[src/rtl/booth_seq_mul_if.sv]
// Operand/product handshake bundle for the sequential Booth multiplier.
// The master side supplies operands and consumes products; the slave side is the multiplier.
interface booth_seq_mul_if;
  logic        in_valid;
  logic        in_ready;
  logic [7:0]  a_in;
  logic [7:0]  b_in;
  logic        out_valid;
  logic        out_ready;
  logic [15:0] product;
  logic        busy;

  modport master (
    output in_valid, a_in, b_in, out_ready,
    input  in_ready, out_valid, product, busy
  );

  modport slave (
    input  in_valid, a_in, b_in, out_ready,
    output in_ready, out_valid, product, busy
  );
endinterface

[src/rtl/booth_seq_mul.sv]
// Sequential 8x8 signed radix-2 Booth multiplier, one step per cycle through a
// shared 8-bit add/sub; delivers a 16-bit signed product over valid/ready.
//
// state | meaning
// IDLE  | waiting for operands, in_ready high
// RUN   | eight Booth add/sub + arithmetic-shift steps
// DONE  | product presented, out_valid held until taken
module booth_seq_mul #(
  parameter bit SKIP_ZERO = 1'b0
) (
  input logic           clk,
  input logic           rst_n,
  booth_seq_mul_if.slave bus
);

  typedef enum logic [1:0] {IDLE, RUN, DONE} state_t;

  state_t      state, state_nxt;
  logic [7:0]  reg_a, reg_q, reg_m;
  logic        q_m1;
  logic [2:0]  count;
  logic        accept, zero_hit, addsuben;
  logic [8:0]  s;
  logic [8:0]  sum9;

  assign accept   = bus.in_valid && (state == IDLE);
  assign zero_hit = SKIP_ZERO && ((bus.a_in == 8'd0) || (bus.b_in == 8'd0));

  // Shared adder: S = A + (B ^ sub) + sub, S[8] is the carry-out.
  always_comb begin
    s = {1'b0, reg_a} + {1'b0, reg_m ^ {8{addsuben}}} + {8'd0, addsuben};
  end

  // Carry-out is not the sign; rebuild the true 9-bit sign so A-(-128) is exact.
  always_comb begin
    sum9 = {reg_a[7], reg_a};
    if (reg_q[0] ^ q_m1)
      sum9 = {reg_a[7] ^ (reg_m[7] ^ addsuben) ^ s[8], s[7:0]};
  end

  always_ff @(posedge clk or negedge rst_n) begin
    if (!rst_n) state <= IDLE;
    else        state <= state_nxt;
  end

  always_comb begin
    state_nxt = state;
    case (state)
      IDLE:    if (accept) state_nxt = zero_hit ? DONE : RUN;
      RUN:     if (count == 3'd7) state_nxt = DONE;
      DONE:    if (bus.out_valid && bus.out_ready) state_nxt = IDLE;
      default: state_nxt = IDLE;
    endcase
  end

  always_comb begin
    bus.in_ready = (state == IDLE);
    bus.busy     = (state != IDLE);
    addsuben     = (state == RUN) && reg_q[0] && !q_m1;
  end

  always_ff @(posedge clk or negedge rst_n) begin
    if (!rst_n) begin
      reg_a         <= '0;
      reg_q         <= '0;
      reg_m         <= '0;
      q_m1          <= 1'b0;
      count         <= '0;
      bus.out_valid <= 1'b0;
      bus.product   <= '0;
    end else begin
      case (state)
        IDLE: begin
          if (accept) begin
            reg_m <= bus.a_in;
            reg_q <= zero_hit ? 8'd0 : bus.b_in;
            reg_a <= '0;
            q_m1  <= 1'b0;
            count <= '0;
          end
        end
        RUN: begin
          reg_a <= sum9[8:1];
          reg_q <= {sum9[0], reg_q[7:1]};
          q_m1  <= reg_q[0];
          count <= count + 3'd1;
          if (count == 3'd7) begin
            bus.out_valid <= 1'b1;
            bus.product   <= {sum9[8:1], sum9[0], reg_q[7:1]};
          end
        end
        DONE: begin
          // Zero-skip path enters DONE with out_valid still low; raise it one cycle later.
          if (!bus.out_valid) begin
            bus.out_valid <= 1'b1;
            bus.product   <= {reg_a, reg_q};
          end else if (bus.out_ready) begin
            bus.out_valid <= 1'b0;
          end
        end
        default: ;
      endcase
    end
  end

endmodule
[src/flat_wrapper.sv]
// flat-port wrapper written by rule: the top's interface ports become plain ports
module booth_seq_mul_flat 
#(
  parameter bit SKIP_ZERO = 1'b0
)
  (clk, rst_n, bus_in_valid, bus_a_in, bus_b_in, bus_out_ready, bus_in_ready, bus_out_valid, bus_product, bus_busy);
  booth_seq_mul_if bus_i ();
  input logic clk;
  input logic rst_n;
  input wire logic [$bits(bus_i.in_valid)-1:0] bus_in_valid;
  input wire logic [$bits(bus_i.a_in)-1:0] bus_a_in;
  input wire logic [$bits(bus_i.b_in)-1:0] bus_b_in;
  input wire logic [$bits(bus_i.out_ready)-1:0] bus_out_ready;
  output wire logic [$bits(bus_i.in_ready)-1:0] bus_in_ready;
  output wire logic [$bits(bus_i.out_valid)-1:0] bus_out_valid;
  output wire logic [$bits(bus_i.product)-1:0] bus_product;
  output wire logic [$bits(bus_i.busy)-1:0] bus_busy;
  assign bus_i.in_valid = bus_in_valid;
  assign bus_i.a_in = bus_a_in;
  assign bus_i.b_in = bus_b_in;
  assign bus_i.out_ready = bus_out_ready;
  assign bus_in_ready = bus_i.in_ready;
  assign bus_out_valid = bus_i.out_valid;
  assign bus_product = bus_i.product;
  assign bus_busy = bus_i.busy;
  booth_seq_mul #(.SKIP_ZERO(SKIP_ZERO)) u_core (.clk(clk), .rst_n(rst_n), .bus(bus_i));
endmodule
[config.mk]
export PLATFORM = sky130hd
export DESIGN_NAME = booth_seq_mul_flat
export DESIGN_NICKNAME = d
export VERILOG_FILES = /design/src/rtl/booth_seq_mul_if.sv /design/src/rtl/booth_seq_mul.sv /design/src/flat_wrapper.sv
export SDC_FILE = /design/constraint.sdc
export NUM_CORES = 1
export LEC_CHECK = 0
export BUFFER_PORTS_ARGS = -buffer_cell sky130_fd_sc_hd__buf_4
export CORE_ASPECT_RATIO = 0.7
export CORE_MARGIN = 3
export CORE_UTILIZATION = 47
export CTS_BUF_LIST = sky130_fd_sc_hd__clkbuf_16
export DETAILED_ROUTE_END_ITERATION = 10
export HOLD_SLACK_MARGIN = 0.05
export PLACE_DENSITY = 0.67
export SLEW_MARGIN = 20
export SYNTH_ARGS = -nofsm -noshare
export SYNTH_HDL_FRONTEND = slang
export SYNTH_SLANG_ARGS = --single-unit
[constraint.sdc]
create_clock -name clk -period 5.7 [get_ports clk]
set_clock_uncertainty 0.2 [all_clocks]
set_input_delay 0.57 -clock clk [delete_from_list [all_inputs] [get_ports clk]]
set_output_delay 0.57 -clock clk [all_outputs]
set_load 0.01 [all_outputs]
Word level (Yosys, flattened, before mapping) --
Index checks and enable logic that the tools add are counted.
Storage, ports and cells: register bits 47, word-level logic and storage cells 57
Cells by class: add/subtract/negate cells 3, equal/unequal tests 7, muxes and demuxes 20, bitwise operators 5, reduce and logical (&&, ||, !) cells 14
Operators with widths (number):
- two-way mux 16 bit | 2
- case mux 16 bit (2 select lines) | 1
- case mux 8 bit (2 select lines) | 2
- two-way mux 8 bit | 2
- adder 8 x 8 -> 9 bit | 1
- adder 9 x 1 -> 9 bit | 1
- two-way mux 9 bit | 1
- bitwise XOR 8 bit | 1
- two-way mux 2 bit | 3
- inequality test 2 x 1 -> 1 bit (second input constant) | 3
- case mux 2 bit (3 select lines) | 1
- case mux 3 bit (2 select lines) | 1
- AND reduction 2 bit | 3
- AND reduction 3 bit | 2
- nonzero test 2 bit | 3
- logical AND 1 bit | 4
- two-way mux 1 bit | 4
- case mux 1 bit (2 select lines) | 2
- bitwise XOR 1 bit | 4
- adder 3 x 1 -> 3 bit (second input constant) | 1
- == test 3 bit (second input constant) | 1
- two-way mux 3 bit | 1
- == test 2 x 1 -> 1 bit (second input constant) | 1
- == test 2 bit (second input constant) | 1
- other kinds (3) | 3

Depth between registers and ports, before layout --
depth in word-level cells 10, gate-level depth with buffers 11, gate-level depth less buffers 10

Least setup slack after synthesis --
OpenSTA, ideal clock, no wires.
kind register to register, start point register u_core.state[0], end point register u_core.bus.product[13], setup time 104 ps, arrival time 2545 ps, required time 5396 ps, slack 2851 ps, cell stages (with the launch flop) 11, path buffers 1, clock period less this slack 2849 ps, path through dfrtp_1 > ha_1 > nand3b_1 > clkbuf_1 > xnor2_1 > fa_1 > a211oi_1 > o21bai_1 > o21bai_1 > nand2_1 > a221oi_1
On the way: word-level cells in the longest chain between the ends 9, elaborated cells between the ends (all ways) 14
Ends and longest elaborated chain:
- start: declaration | RTL line booth_seq_mul.sv:18 | state_t state, state_nxt;
- start signal: assignment | RTL line booth_seq_mul.sv:43 | else state <= state_nxt;
- == test 2 x 1 -> 1 bit | RTL line booth_seq_mul.sv:59, booth_seq_mul.sv:72
- logical AND 1 bit (2 in series) | RTL line booth_seq_mul.sv:59 | addsuben = (state == RUN) && reg_q[0] && !q_m1;
- bitwise XOR 8 bit | RTL line booth_seq_mul.sv:31 | s = {1'b0, reg_a} + {1'b0, reg_m ^ {8{addsuben}}} + {8'd0, addsuben};
- adder 8 x 8 -> 9 bit | RTL line booth_seq_mul.sv:31
- adder 9 x 1 -> 9 bit | RTL line booth_seq_mul.sv:31
- two-way mux 9 bit | RTL line booth_seq_mul.sv:37 | if (reg_q[0] ^ q_m1)
- two-way mux 16 bit | RTL line booth_seq_mul.sv:87 | if (count == 3'd7) begin
- case mux 16 bit (2 select lines) | RTL line booth_seq_mul.sv:72 | case (state)
- end signal: assignment | RTL line booth_seq_mul.sv:89 | bus.product <= {sum9[8:1], sum9[0], reg_q[7:1]};
- end signal: assignment | RTL line booth_seq_mul.sv:96 | bus.product <= {reg_a, reg_q};
- end: declaration | RTL line booth_seq_mul_if.sv:20 | output in_ready, out_valid, product, busy
Parallel ways exist; a longest one is shown, timed or not. The select of a mux whose other input is x is not followed. A chain may end at the register's enable or synchronous reset.

Worst setup path after layout --
start point register u_core.state[1], end point register u_core.bus.product[13]
The elaborated chain is that of the path after synthesis.

==> impl_results.md <==
* PostCTS Resize Cnt at 0
* GRT overflow at 0
* Multi-input gate area at 1400 sq um
* Die H at 68.9 um
* Actual slew at the worst max-slew pin at 0.779 ns
* Total track usage at 18.5%
* Die Span X at 95.9 um
* Fraction of registers with async set/reset at 100%
* First-pass DRT Iterations at 4
* Clock tree root buffer cell: clkbuf_16
* Reg power frac at 29.3%
* Final WL at 5.65 mm
* CP endpoint kind: register
* Die area at 6610 sq um
* Most used cell, CP: o21bai_1
* Area delta synth->final at 18.0%
* Max capacitance violation total at 0
* CP startpoint kind: register
* Synth unique cells at 43
* Area contributors post-synth: dfrtp_1, mux2i_1, ha_1, o21ai_1, nand2_1
* Final setup TNS at 0 ns
* Total number of vias at 2007
* Share of the synthesized area in the top cell type at 44.2%
* Final Hold Viols at 0
* Synth warn at 0
* Gate power share at 57.4%
* Reg clk slew, reported paths at 0.06 ns
* Run status: completed
* Psw at 0.000924 W
* Synth area leader: dfrtp_1
* Dpl hpwl at 4.00 mm
* # IOs at 39
* Most used DFF post-synth: dfrtp_1
* Post-CTS setup buffer count at 0
* Slowest cell on crit path: ha_1
* RD Place Congestion at 0.933
* Delay-heaviest family, CP: adder cells
* Num rows at 22
* CTS Buffer Depth at 2
* Initial Utilization at 49.8%
* Syn_nets at 295
* Crit Path Max Fanout at 15
* Routed Antenna Nets at 0
* Cell Area, Placed at 3000 sq um
* Syn avg cell area at 10.2 sq um
* # clock sinks at 47
* CTS tree: yes
* RSZ-0062 raised after global routing: false
* Worst EP arrival at 3.76 ns
* Post-route minimum period at 3.78 ns
* Post-synth EDFFs at 0
* Class of the worst hold path: in2async
* Synthesized area at 2660 sq um
* Setup-failing EPs final at 0
* Fin nets at 330
* Leakage at 1.43 nW
* Final hold slack at 0.0965 ns
* Wire per inst at 15.3 um
* Req. time, crit path at 5.68 ns
* Seq. cell area at 1180 sq um
* Power per Cell Area at 669 nW/um^2
* Max incr delay on CP at 0.68 ns
* Sw frac at 44.0%
* # hold bufs at CTS at 0
* I/O Buffers at 38
* Fin. max-slew vios at 0
* Initial antenna violation count at 0
* Filler cell count at 467
* 1st-iter DRT viols at 118
* Seq/Total Area, Yosys at 44.2%
* Mapped Cells at 261
* Final cell count without fillers at 369
* Via density at 5.44
* Clock Power Share at 13.3%
* CP Buf/Inv Count at 1
* Core Area at 5340 sq um
* Drt drc at 0
* Worst VDD drop at 0.276 mV
* Design Area, Final at 3140 sq um
* Fin crit share at 66.3%
* Pin count of the biggest net entering global routing at 48
* Fmax at 0.265 GHz
* Skew-Pair Late Insertion Delay at 0.29 ns
* Number of antenna diodes at 0
* Global-route wire length before repair at 9.32 mm
* Seq cells post-synth at 47
* Dpl cells at 361
* Vias in the first global route at 1874
* Most frequent cell after synthesis: dfrtp_1
* Internal power at 0.00117 W
* Slew HR at 48.1%
* Synth cell count leaders: dfrtp_1, nand2_1, o21ai_1
* CP Cell Sequence: inv_1 -> ha_1 -> nand3b_1 -> xnor2_1 -> fa_1 -> a211oi_1 -> o21bai_1 -> o21bai_1 -> nand2_1 -> a221oi_1
* Num CTS Buffers at 5
* Layout cell share with drive strength beyond 1 at 21.9%
* WS Path Type: reg2reg
* Htree depth at 2
==> power by group through the flow <==
stage | registers [W] | logic (W) | clock network (W)
3_3_place_gp | 0.000614 | 0.00119 | 0
5_1_grt | 0.000634 | 0.00135 | 0.000298
4_1_cts | 0.000614 | 0.00121 | 0.000288
6_report | 0.000614 | 0.00120 | 0.000280
2_1_floorplan | 0.000602 | 0.000903 | 0
3_5_place_dp | 0.000620 | 0.00120 | 0
==> worst reg2reg max path, cell delays in order, from the launching register on <==
cell      delay (ns)
dfrtp_1         0.38
inv_1           0.12
ha_1            0.68
nand3b_1        0.47
xnor2_1         0.30
fa_1            0.48
a211oi_1        0.33
o21bai_1        0.14
o21bai_1        0.19
nand2_1         0.11
a221oi_1        0.27
==> area by class of cell <==
type,instances,area share (%)
Multi-Input combinational cell,195,44.8
Sequential cell,47,37.5
Timing Repair Buffer,41,9.81
Clock buffer,5,3.99
Tap cell,72,2.87
Inverter,6,0.718
Clock inverter,3,0.359
==> worst paths after layout <==
check / start / end / slack [ns] / depth (start not counted)
max: u_core.state[1] / u_core.bus.product[13] / 1.92 / 10
min: rst_n / u_core.bus.product[0] / 0.1 / 1
max reg2reg: u_core.state[1] / u_core.bus.product[13] / 1.92 / 10
min reg2reg: u_core.bus.product[1] / u_core.bus.product[1] / 0.29 / 2
max in group asynchronous: rst_n / u_core.reg_m[4] / 4.80 / 1
min in group clk: u_core.bus.product[1] / u_core.bus.product[1] / 0.29 / 2
==> metal layers <==
metal,share of wire (%),track usage (%),vias up
met5,0,0,-
met4,0.94,3.72,0
met3,5.6,4.56,6
met2,40,26.5,48
met1,54,28.1,949
li1,-,-,1004
==> sequential cells by signal, indices dropped and copies added (netlist names) <==
register              flops
u_core.bus.product       16
u_core.reg_m              8
u_core.state              2
u_core.bus.out_valid      1
u_core.count              3
u_core.reg_q              8
u_core.q_m1               1
u_core.reg_a              8
==> per-stage QoR <==
step	power (W)	setup slack, ns	util [%]
after detailed placement	0.00182	1.95	56.2
after global routing	0.00228	1.59	58.7
after global placement	0.00180	2.07	56.2
final	0.00210	1.92	58.7
after CTS	0.00211	1.90	58.7
after floorplan	0.00150	2.85	-
==> cell usage in the layout, fill, tap and decap left out, types with 3 or more instances in the layout <==
cell type and n:
a211oi_1 3, a21oi_1 12, a22o_1 4, a22oi_1 4, buf_4 41, clkbuf_16 5, dfrtp_1 47, ha_1 13
inv_1 7, mux2_2 9, mux2i_1 21, nand2_1 34, nand2b_1 4, nor2_1 10, o21ai_0 3, o21ai_1 30
xnor2_1 11
==> cell families after synthesis <==
| family | after synthesis | share of synthesized area, % |
|---|---|---|
| fa+ha+maj | 14 | 6.87 |
| flops | 47 | 44.2 |
| mux | 30 | 11.7 |
| simple gates | 59 | 9.98 |
| xor+xnor | 13 | 4.85 |
| compound gates | 79 | 19.2 |
| buf+inv | 19 | 3.11 |
Power figures use the tool's default switching activity.
